File: src/rtl/axis_packet_splitter_pkg.sv
// Shared definitions for the AXI-Stream packet splitter: width helper and FSM encoding.
`ifndef AXIS_PACKET_SPLITTER_LOG2
`define AXIS_PACKET_SPLITTER_LOG2
`define LOG2(x) (((x) > 1) ? $clog2(x) : 1)
`endif

package axis_packet_splitter_pkg;

`ifdef USE_ONE_HOT_ENCODING_FSM
  typedef enum logic [4:0] {
    ST_IDLE  = 5'b00001,
    ST_OPE   = 5'b00010,
    ST_DRAIN = 5'b00100,
    ST_ERR   = 5'b01000,
    ST_END   = 5'b10000
  } state_t;
`else
  typedef enum logic [2:0] {
    ST_IDLE  = 3'd0,
    ST_OPE   = 3'd1,
    ST_DRAIN = 3'd2,
    ST_ERR   = 3'd3,
    ST_END   = 3'd4
  } state_t;
`endif

endpackage

File: src/rtl/lsb_priority_encoder.sv
// Picks the lowest set request bit; returns it one-hot and binary-encoded.
module lsb_priority_encoder
  import axis_packet_splitter_pkg::*;
#(
  parameter int WIDTH = 2,
  parameter int OUT_W = `LOG2(WIDTH)
) (
  input  logic [WIDTH-1:0] req_i,
  output logic [WIDTH-1:0] sel_o,
  output logic [OUT_W-1:0] sel_enc_o,
  output logic             valid_o
);

  logic found;

  always_comb begin
    sel_o     = '0;
    sel_enc_o = '0;
    found     = 1'b0;
    for (int i = 0; i < WIDTH; i++) begin
      if (req_i[i] && !found) begin
        sel_o[i]  = 1'b1;
        sel_enc_o = i[OUT_W-1:0];
        found     = 1'b1;
      end else begin
        found = found;
      end
    end
    valid_o = |req_i;
  end

endmodule

File: src/rtl/axis_packet_splitter.sv
// Fans one AXI-Stream packet out into per-channel packets of programmed length,
// serving enabled channels in ascending order with a start/busy/complete/error handshake.
module axis_packet_splitter
  import axis_packet_splitter_pkg::*;
#(
  parameter int CHANNELS    = 2,
  parameter int DATA_WIDTH  = 16,
  parameter int KEEP_ENABLE = (DATA_WIDTH > 8),
  parameter int KEEP_WIDTH  = KEEP_ENABLE ? (DATA_WIDTH + 7) / 8 : 1,
  parameter int ID_ENABLE   = 0,
  parameter int ID_WIDTH    = ID_ENABLE ? 8 : 1,
  parameter int DEST_ENABLE = 0,
  parameter int DEST_WIDTH  = DEST_ENABLE ? 8 : 1,
  parameter int USER_ENABLE = 0,
  parameter int USER_WIDTH  = USER_ENABLE ? 8 : 1,
  parameter int LEN_WIDTH   = 16,
  parameter int ALLOW_LOCKS = 1
) (
  input  logic                           clk,
  input  logic                           rst,
  input  logic                           operation_start,
  input  logic [CHANNELS-1:0]            use_channels,
  input  logic [CHANNELS*LEN_WIDTH-1:0]  split_lengths,
  input  logic                           lock,
  input  logic                           interrupt,
  output logic                           operation_busy,
  output logic                           operation_complete,
  output logic                           operation_error,
  output logic                           transmission,
  input  logic [DATA_WIDTH-1:0]          s_axis_tdata,
  input  logic [KEEP_WIDTH-1:0]          s_axis_tkeep,
  input  logic                           s_axis_tvalid,
  output logic                           s_axis_tready,
  input  logic                           s_axis_tlast,
  input  logic [ID_WIDTH-1:0]            s_axis_tid,
  input  logic [DEST_WIDTH-1:0]          s_axis_tdest,
  input  logic [USER_WIDTH-1:0]          s_axis_tuser,
  output logic [CHANNELS*DATA_WIDTH-1:0] m_axis_tdata,
  output logic [CHANNELS*KEEP_WIDTH-1:0] m_axis_tkeep,
  output logic [CHANNELS-1:0]            m_axis_tvalid,
  input  logic [CHANNELS-1:0]            m_axis_tready,
  output logic [CHANNELS-1:0]            m_axis_tlast,
  output logic [CHANNELS*ID_WIDTH-1:0]   m_axis_tid,
  output logic [CHANNELS*DEST_WIDTH-1:0] m_axis_tdest,
  output logic [CHANNELS*USER_WIDTH-1:0] m_axis_tuser
);

  localparam int SEL_W = `LOG2(CHANNELS);

  state_t                       state_q, state_d;
  logic [CHANNELS-1:0]          remaining_q, remaining_d;
  logic [LEN_WIDTH-1:0]         cnt_q, cnt_d;
  logic [CHANNELS*LEN_WIDTH-1:0] len_q, len_d;
  logic                         busy_q, complete_q, error_q, trans_q;

  logic [CHANNELS-1:0] sel_oh;
  logic [SEL_W-1:0]    sel_idx;
  logic                sel_valid;
  logic [LEN_WIDTH-1:0] cur_len;
  logic                chan_last;
  logic                lock_act;
  logic                hs;
  logic                cfg_ok;

  lsb_priority_encoder #(
    .WIDTH (CHANNELS),
    .OUT_W (SEL_W)
  ) u_sel (
    .req_i     (remaining_q),
    .sel_o     (sel_oh),
    .sel_enc_o (sel_idx),
    .valid_o   (sel_valid)
  );

  assign cur_len   = len_q[sel_idx*LEN_WIDTH +: LEN_WIDTH];
  assign chan_last = (cnt_q == (cur_len - LEN_WIDTH'(1)));
  assign lock_act  = (ALLOW_LOCKS != 0) && lock;
  assign hs        = s_axis_tvalid && s_axis_tready;

  // Payload and sideband are broadcast; only tvalid/tlast are steered.
  assign m_axis_tdata = {CHANNELS{s_axis_tdata}};
  assign m_axis_tkeep = (KEEP_ENABLE != 0) ? {CHANNELS{s_axis_tkeep}} : {(CHANNELS*KEEP_WIDTH){1'b1}};
  assign m_axis_tid   = (ID_ENABLE != 0)   ? {CHANNELS{s_axis_tid}}   : '0;
  assign m_axis_tdest = (DEST_ENABLE != 0) ? {CHANNELS{s_axis_tdest}} : '0;
  assign m_axis_tuser = (USER_ENABLE != 0) ? {CHANNELS{s_axis_tuser}} : '0;

  assign operation_busy     = busy_q;
  assign operation_complete = complete_q;
  assign operation_error    = error_q;
  assign transmission       = trans_q;

  always_comb begin
    cfg_ok = |use_channels;
    for (int i = 0; i < CHANNELS; i++) begin
      if (use_channels[i] && (split_lengths[i*LEN_WIDTH +: LEN_WIDTH] == '0)) begin
        cfg_ok = 1'b0;
      end else begin
        cfg_ok = cfg_ok;
      end
    end
  end

  always_comb begin
    m_axis_tvalid = '0;
    m_axis_tlast  = '0;
    s_axis_tready = 1'b0;
    if (!lock_act) begin
      case (state_q)
        ST_OPE: begin
          if (sel_valid) begin
            m_axis_tvalid = sel_oh & {CHANNELS{s_axis_tvalid}};
            m_axis_tlast  = sel_oh & {CHANNELS{chan_last | s_axis_tlast}};
            s_axis_tready = |(sel_oh & m_axis_tready);
          end else begin
            s_axis_tready = 1'b0;
          end
        end
        ST_DRAIN: s_axis_tready = 1'b1;
        default:  s_axis_tready = 1'b0;
      endcase
    end else begin
      s_axis_tready = 1'b0;
    end
  end

  always_comb begin
    state_d     = state_q;
    remaining_d = remaining_q;
    cnt_d       = cnt_q;
    len_d       = len_q;
    if (interrupt) begin
      state_d     = ST_IDLE;
      remaining_d = '0;
      cnt_d       = '0;
    end else if (lock_act) begin
      state_d = state_q;
    end else begin
      case (state_q)
        ST_IDLE, ST_END: begin
          if (operation_start) begin
            if (cfg_ok) begin
              state_d     = ST_OPE;
              remaining_d = use_channels;
              len_d       = split_lengths;
              cnt_d       = '0;
            end else begin
              state_d = ST_ERR;
            end
          end else begin
            state_d = ST_IDLE;
          end
        end
        ST_OPE: begin
          if (hs) begin
            if (chan_last) begin
              remaining_d = remaining_q & ~sel_oh;
              cnt_d       = '0;
              if (remaining_d == '0) begin
                state_d = s_axis_tlast ? ST_END : ST_DRAIN;
              end else begin
                state_d = s_axis_tlast ? ST_ERR : ST_OPE;
              end
            end else begin
              cnt_d   = cnt_q + LEN_WIDTH'(1);
              state_d = s_axis_tlast ? ST_ERR : ST_OPE;
            end
          end else begin
            state_d = ST_OPE;
          end
        end
        ST_DRAIN: begin
          if (hs && s_axis_tlast) begin
            state_d = ST_ERR;
          end else begin
            state_d = ST_DRAIN;
          end
        end
        ST_ERR:  state_d = ST_IDLE;
        default: state_d = ST_IDLE;
      endcase
    end
  end

  always_ff @(posedge clk) begin
    if (rst) begin
      state_q     <= ST_IDLE;
      remaining_q <= '0;
      cnt_q       <= '0;
      len_q       <= '0;
      busy_q      <= 1'b0;
      complete_q  <= 1'b0;
      error_q     <= 1'b0;
      trans_q     <= 1'b0;
    end else begin
      state_q     <= state_d;
      remaining_q <= remaining_d;
      cnt_q       <= cnt_d;
      len_q       <= len_d;
      busy_q      <= (state_d == ST_OPE) || (state_d == ST_DRAIN);
      complete_q  <= (state_q == ST_OPE) && (state_d == ST_END);
      error_q     <= (state_d == ST_ERR);
      trans_q     <= hs;
    end
  end

endmodule

File: config.mk
export PLATFORM = sky130hd
export DESIGN_NAME = axis_packet_splitter
export DESIGN_NICKNAME = d
export VERILOG_FILES = /design/src/rtl/axis_packet_splitter_pkg.sv /design/src/rtl/lsb_priority_encoder.sv /design/src/rtl/axis_packet_splitter.sv
export SDC_FILE = /design/constraint.sdc
export NUM_CORES = 1
export LEC_CHECK = 0
export BUFFER_PORTS_ARGS = -buffer_cell sky130_fd_sc_hd__buf_2
export CAP_MARGIN = 10
export CELL_PAD_IN_SITES_DETAIL_PLACEMENT = 0
export CELL_PAD_IN_SITES_GLOBAL_PLACEMENT = 1
export CORE_MARGIN = 4
export CORE_UTILIZATION = 38
export CTS_CLUSTER_DIAMETER = 60
export CTS_CLUSTER_SIZE = 10
export DETAILED_ROUTE_END_ITERATION = 8
export GPL_ROUTABILITY_DRIVEN = 0
export HOLD_SLACK_MARGIN = 0.08
export PLACE_DENSITY_LB_ADDON = 0.3
export REMOVE_ABC_BUFFERS = 1
export SLEW_MARGIN = 10
export SYNTH_ARGS = -nofsm -noshare
export SYNTH_HDL_FRONTEND = slang
export SYNTH_SLANG_ARGS = --single-unit
File: constraint.sdc
create_clock -name clk -period 4.7 [get_ports clk]
set_clock_uncertainty 0.2 [all_clocks]
set_input_delay 0.94 -clock clk [delete_from_list [all_inputs] [get_ports clk]]
set_output_delay 0.94 -clock clk [all_outputs]
set_load 0.02 [all_outputs]
==> results of run 1 <==
-- worst min-delay path by stage --
stage	from	to	slack, ps	depth (start not counted)
2_1_floorplan	len_q[15]	len_q[15]	260	2
6_report	len_q[30]	len_q[30]	300	2
3_5_place_dp	len_q[30]	len_q[30]	280	2
3_3_place_gp	len_q[30]	len_q[30]	270	2
5_1_grt	len_q[30]	len_q[30]	340	2
4_1_cts	len_q[30]	len_q[30]	300	2
-- repair_timing --
action                                 in CTS  in global routing
gates resized for setup                     0                  4
endpoints found under the hold margin       0                  0
setup endpoints to repair                   0                  2
buffers inserted                            0                  4
-- stage by stage --
step	hold WS (ps)	cells	TNS, ps
final	298	573	0
after global routing	340	573	0
after CTS	298	569	0
after detailed placement	281	553	0
after global placement	274	553	0
after floorplan	260	367	-27790
-- registers in the layout, summed over array words and instances (netlist names) --
register            cells
operation_busy          1
transmission            1
cnt_q                  16
operation_complete      1
state_q                 3
remaining_q             2
len_q                  32
operation_error         1
-- synth_stat cells, drive strengths merged --
cell type | number | share of area
ha | 3 | 0.010
a211oi | 1 | 0.0021
or2 | 1 | 0.0017
o21ai | 6 | 0.0083
o31a | 1 | 0.0024
nor2 | 77 | 0.080
a31oi | 1 | 0.0017
nand4b | 1 | 0.0024
nand2 | 21 | 0.022
nand4 | 5 | 0.013
nand2b | 3 | 0.0052
a32oi | 2 | 0.0048
nor4b | 3 | 0.0073
conb | 1 | 0.0010
xnor2 | 25 | 0.060
a21oi | 10 | 0.014
a211o | 1 | 0.0024
nor2b | 8 | 0.014
o21a | 1 | 0.0021
a21boi | 1 | 0.0021
nor3 | 10 | 0.014
nand3b | 2 | 0.0041
or3 | 5 | 0.0086
nor4 | 7 | 0.012
or4b | 6 | 0.019
o31ai | 4 | 0.013
and4b | 1 | 0.0028
o221ai | 2 | 0.0048
dfxtp | 57 | 0.32
clkbuf | 7 | 0.0073
o211ai | 3 | 0.010
xor2 | 14 | 0.034
a2bb2oi | 1 | 0.0024
inv | 3 | 0.0031
buf | 51 | 0.10
mux2i | 55 | 0.15
nor3b | 1 | 0.0021
a2111oi | 1 | 0.0076
nand3 | 6 | 0.0083
and3 | 9 | 0.016
and2 | 3 | 0.0052
-- cell families after synthesis --
group	after synthesis
multiplexers	55
other	1
buffers and inverters	61
XOR/XNOR	39
adder cells (fa/ha/maj)	3
AO/OA/AOI/OAI	35
AND/OR/NAND/NOR	169
flip-flops	57
-- critical path, cell delays in order, from the launching register on --
cell and delay (ps):
dfxtp_1 370, buf_4 180, or4b_1 460, o31ai_1 150
nand4_4 200, or4b_1 570, o211ai_2 90, o211ai_2 130
a2111oi_4 380, o21ai_0 170, nor2_1 120, buf_2 170
-- layout make-up --
type | instances | area (sq um) | share of cell area
Clock buffer | 12 | 155 | 0.0391
Clock inverter | 4 | 51.3 | 0.0129
Inverter | 3 | 11.3 | 0.00284
Multi-Input combinational cell | 307 | 2110 | 0.533
Sequential cell | 57 | 1140 | 0.288
Tap cell | 129 | 161 | 0.0407
Timing Repair Buffer | 61 | 334 | 0.0842
-- routing by layer --
metal | vias to the layer above | global-route usage | share of wire
met5 | - | 0.0286 | 0.0048
met4 | 3 | 0.0712 | 0.022
met3 | 19 | 0.0563 | 0.063
met2 | 106 | 0.229 | 0.42
met1 | 1326 | 0.226 | 0.49
li1 | 1444 | - | -
-- report_power, final --
group | internal, mW | switching (mW)
Sequential | 0.493 | 0.0110
Combinational | 0.0700 | 0.0894
Clock | 0.274 | 0.198
Total | 0.837 | 0.298
==> summary.md, run 1 <==
| Metric | Value |
|---|---|
| Synthesized instance count | `420` |
| GRT overflow | `0` |
| Static leakage | `1.57 nW` |
| Worst Slack Setup Final | `232 ps` |
| Post-Synthesis Mean Instance Area | `8.62 sq um` |
| Routed len/inst | `15.5 um` |
| Peak Freq | `224 MHz` |
| Critical path launch point type | `flip-flop` |
| Final period util | `0.951` |
| HPWL reported at the end of detailed placement | `6840 um` |
| Fill cells | `944` |
| Reg2reg path depth | `12` |
| Nature of the critical path endpoint | `output port` |
| Number of failing hold endpoints at the final stage | `0` |
| TritonCTS clock tree | `done` |
| Status | `finished clean` |
| Diode count | `0` |
| Ys Warns | `0` |
| # port buffers | `51` |
| Die Height | `106 um` |
| First-pass GRT wire length | `14500 um` |
| Initial DRT Pass Iterations | `4` |
| WP data required | `3560 ps` |
| Cts bufs inserted | `9` |
| DRC viols | `0` |
| Crit path DAT | `3330 ps` |
| Worst setup path endpoint | `m_axis_tlast[1]` |
| I/O pins | `115` |
| Place WS | `377 ps` |
| Area added between synthesis and finish | `9.64%` |
| Hold_buf cts | `0` |
| Max Root-Sink Buffers | `2` |
| Synth Cell Area | `0.00362 sq mm` |
| Vias in the first global route | `2839` |
| Final Net Count | `506` |
| Final WL | `8890 um` |
| Final Max Tran Viols | `0` |
| Detailed-route via count | `2898` |
| Synth Register Bits | `57` |
| Adder-Cell Fraction of Synth Area | `0.0104` |
| Worst-Margin Slew | `720 ps` |
| VDD IR max | `0.160 mV` |
| Largest family of logic cells by synthesized area | `simple AND/OR/NAND/NOR gates` |
| Clock Sink Count | `57` |
| Row count | `35` |
| Final core occ | `0.430` |
| Total Power | `1.14 mW` |
| Initial core utilization | `0.392` |
| Fin area | `0.00397 sq mm` |
| CTS H-Tree Depth | `3` |
| Share of layout cells above drive strength 1 | `0.203` |
| Synth Area in XOR/XNOR | `0.0944` |
| Largest net degree at the start of global routing | `39` |
| Reg2reg end | `cnt_q[2]` |
| Core Region | `0.00924 sq mm` |
| Reg clk slew, reported paths | `70 ps` |
| Post-synthesis mux area share | `0.153` |
| Gr usage total | `0.164` |
| Final setup viols | `0` |
| Die W | `106 um` |
| Reg2Reg Setup Slack | `850 ps` |
| Compound-Gate Fraction of Synth Area | `0.0785` |
| Post-layout minimum cycle time | `4470 ps` |
| Vias/cell | `5.06` |
| Post-synth cell types | `50` |
| Antenna-violating nets left | `0` |
| Synth Area in Simple Gates | `0.236` |
| Commonest non-fill, non-tap cell in the layout | `nor2_1` |
| CP startpoint | `remaining_q[0]` |
| Sequential-to-total area share from yosys stat | `0.315` |
| Reg2reg start | `remaining_q[0]` |
| Worst hold path type | `reg -> reg` |
| Worst skew pair latency | `340 ps` |
| Max FO, Critical Path | `8` |
| RSZ-0062 raised after global routing | `false` |
| Max_slew headroom | `0.520` |
| DIE AREA | `0.0112 sq mm` |
| Initial antenna violation count | `0` |
| Setup CP Type | `reg -> out` |
| Max_cap viols | `0` |
| Placed Area | `0.00371 sq mm` |
| Most used cells in the layout excluding fill and tap cells | `nor2_1, dfxtp_1, mux2i_1` |
| CTS Root Cell | `clkbuf_8` |
| Power density cells | `286 mW/mm^2` |
| Initial DRC Count | `110` |
(Power assumes the default switching activity.)
==> run 2, diff against run 1 <==
--- a/config.mk
+++ b/config.mk
@@ -7,10 +7,8 @@
 export LEC_CHECK = 0
 export BUFFER_PORTS_ARGS = -buffer_cell sky130_fd_sc_hd__buf_2
 export CAP_MARGIN = 10
-export CELL_PAD_IN_SITES_DETAIL_PLACEMENT = 0
-export CELL_PAD_IN_SITES_GLOBAL_PLACEMENT = 1
 export CORE_MARGIN = 4
-export CORE_UTILIZATION = 38
+export CORE_UTILIZATION = 52
 export CTS_CLUSTER_DIAMETER = 60
 export CTS_CLUSTER_SIZE = 10
 export DETAILED_ROUTE_END_ITERATION = 8
==> summary.md, run 2 (synthesized netlist as in run 1, its figures left out) <==
| Metric | Value |
|---|---|
| Setup CP Type | `reg -> out` |
| Vias/cell | `5.44 (+7.6%)` |
| Largest net degree at the start of global routing | `39 (unchanged)` |
| Reg2reg end | `cnt_q[15]` |
| Commonest non-fill, non-tap cell in the layout | `nor2_1` |
| DRC viols | `0 (unchanged)` |
| Placed Area | `0.00367 sq mm (-1.1%)` |
| Initial DRC Count | `108 (-1.8%)` |
| Core Region | `0.00679 sq mm (-26%)` |
| Clk pwr share | `0.438 (+0.022)` |
| Final period util | `0.952 (+0.00167)` |
| Max FO, Critical Path | `7 (-1)` |
| Post-Layout Cell Count | `538 (-6.1%)` |
| WP data required | `3560 ps (about the same)` |
| Vias in the first global route | `2683 (-5.5%)` |
| Max Root-Sink Buffers | `2 (unchanged)` |
| Gr usage total | `0.210 (+0.0459)` |
| Detailed-route via count | `2929 (+1.1%)` |
| GRT overflow | `0 (unchanged)` |
| Reg clk slew, reported paths | `80 ps (about the same)` |
| Worst skew pair latency | `350 ps (about the same)` |
| I/O pins | `115 (unchanged)` |
| Final TNS setup | `0 ps (unchanged)` |
| Number of failing hold endpoints at the final stage | `0 (unchanged)` |
| Reg2Reg Setup Slack | `650 ps (-200 ps)` |
| CTS Root Cell | `clkbuf_8` |
| Switching Power | `319 uW (+7.1%)` |
| DP Cell Count | `520 (-6.0%)` |
| # port buffers | `51 (unchanged)` |
| Initial core utilization | `0.533 (+0.141)` |
| VDD IR max | `0.241 mV (+50%)` |
| Most used cells in the layout excluding fill and tap cells | `nor2_1, dfxtp_1, mux2i_1` |
| Worst-Margin Slew | `684 ps (-36.1 ps)` |
| Max_cap viols | `0 (unchanged)` |
| Top reg by flops | `len_q` |
| Max_slew headroom | `0.544 (+0.0241)` |
| Worst setup path endpoint | `m_axis_tlast[1]` |
| Hold Crit Depth | `2 (unchanged)` |
| Internal Power | `860 uW (+2.8%)` |
| Die Height | `91.4 um (-13%)` |
| Diode count | `0 (unchanged)` |
| Seq pwr share | `0.428 (-0.016)` |
| Post-layout minimum cycle time | `4480 ps (+7.86 ps)` |
| Worst hold path type | `reg -> reg` |
| Final Max Tran Viols | `0 (unchanged)` |
| Cts bufs inserted | `9 (unchanged)` |
| Fill cells | `625 (-34%)` |
| Power density cells | `300 mW/mm^2 (+4.9%)` |
| Top Registers | `len_q: 32 flops, cnt_q: 16 flops, state_q: 3 flops` |
| CP startpoint | `remaining_q[0]` |
| RSZ-0062 raised after global routing | `false` |
| Hold_buf cts | `0 (unchanged)` |
| DIE AREA | `0.00836 sq mm (-25%)` |
| Area added between synthesis and finish | `8.57%` |
| Peak Freq | `223 MHz (-0.18%)` |
| CTS H-Tree Depth | `3 (unchanged)` |
| Final Net Count | `504 (-0.40%)` |
| Clock Sink Count | `57 (unchanged)` |
| Routed len/inst | `16.5 um (+6.0%)` |
| Nature of the critical path endpoint | `output port` |
| Worst Slack Setup Final | `224 ps (-7.86 ps)` |
| Logic pwr share | `0.134 (-0.006)` |
| Die W | `91.4 um (-13%)` |
| Status | `finished clean` |
| Initial antenna violation count | `0 (unchanged)` |
| Critical hold path startpoint | `len_q[14]` |
| HPWL reported at the end of detailed placement | `6650 um (-2.8%)` |
| Antenna-violating nets left | `0 (unchanged)` |
| Row count | `30 (-14%)` |
| Critical path launch point type | `flip-flop` |
| Reg2reg path depth | `13 (+1)` |
| Fin area | `0.00393 sq mm (-0.98%)` |
| Initial DRT Pass Iterations | `4 (unchanged)` |
| Final WL | `8850 um (-0.44%)` |
| Final setup viols | `0 (unchanged)` |
| First-pass GRT wire length | `13800 um (-4.4%)` |
| Crit path DAT | `3340 ps (about the same)` |
| Place WS | `185 ps (-193 ps)` |
| Share of layout cells above drive strength 1 | `0.206 (+0.00318)` |
| Static leakage | `1.56 nW (-0.45%)` |
| Switching part of the total | `0.271 (+0.00801)` |
| Reg2reg start | `remaining_q[0]` |
| Final core occ | `0.578 (+0.149)` |
| TritonCTS clock tree | `done` |
| Number of flip-flops in the largest register | `32 (unchanged)` |
## run 2: how the worst min path moves through the flow
stage | endpoint | slack, ps
4_1_cts | len_q[14] | 300
2_1_floorplan | len_q[15] | 260
6_report | len_q[14] | 300
3_5_place_dp | len_q[14] | 290
3_3_place_gp | len_q[15] | 280
5_1_grt | len_q[14] | 340
## run 2: power groups by stage
stage / clock network, mW / registers (mW) / logic (mW)
finish: 0.517 / 0.505 / 0.158
global route: 0.544 / 0.506 / 0.171
CTS: 0.519 / 0.504 / 0.157
detailed placement: 0 / 0.515 / 0.155
global placement: 0 / 0.514 / 0.151
floorplan: 0 / 0.512 / 0.106
## run 2: repair_timing
action / CTS / global route
buffers inserted: 1 / 1
pin swaps: 1 / 1
setup endpoints to repair: 2 / 2
gates resized for setup: 2 / 5
## run 2: critical path: stages (launching register included)
cell	delay (ps)
dfxtp_1	380
buf_4	180
or4b_1	490
o31ai_2	130
nand4_4	190
or4b_1	560
o211ai_2	90
o211ai_2	130
a2111oi_4	450
o21ai_1	120
nor2_1	90
buf_2	160
## run 2: cell type report
class | instances | area, sq um | share of cell area
multi-input combinational | 307 | 2120 | 0.540
clock inverter | 7 | 93.8 | 0.0239
sequential | 57 | 1140 | 0.291
clock buffer | 9 | 124 | 0.0315
tap | 96 | 120 | 0.0306
inverter | 3 | 11.3 | 0.00287
timing repair buffer | 59 | 315 | 0.0802
## run 2: metrics by stage
step                hold WS (ps)  power, mW
floorplan                    260      0.618
global placement             277      0.666
detailed placement           286      0.670
CTS                          305       1.18
global route                 337       1.22
finish                       304       1.18
## run 2: routing by layer
| metal | wire, um | global-route usage | vias to the layer above |
|---|---|---|---|
| li1 | - | - | 1444 |
| met1 | 4210 | 0.291 | 1383 |
| met2 | 3830 | 0.290 | 97 |
| met3 | 738 | 0.0986 | 5 |
| met4 | 73 | 0.0528 | 0 |
| met5 | 0 | 0.0256 | - |
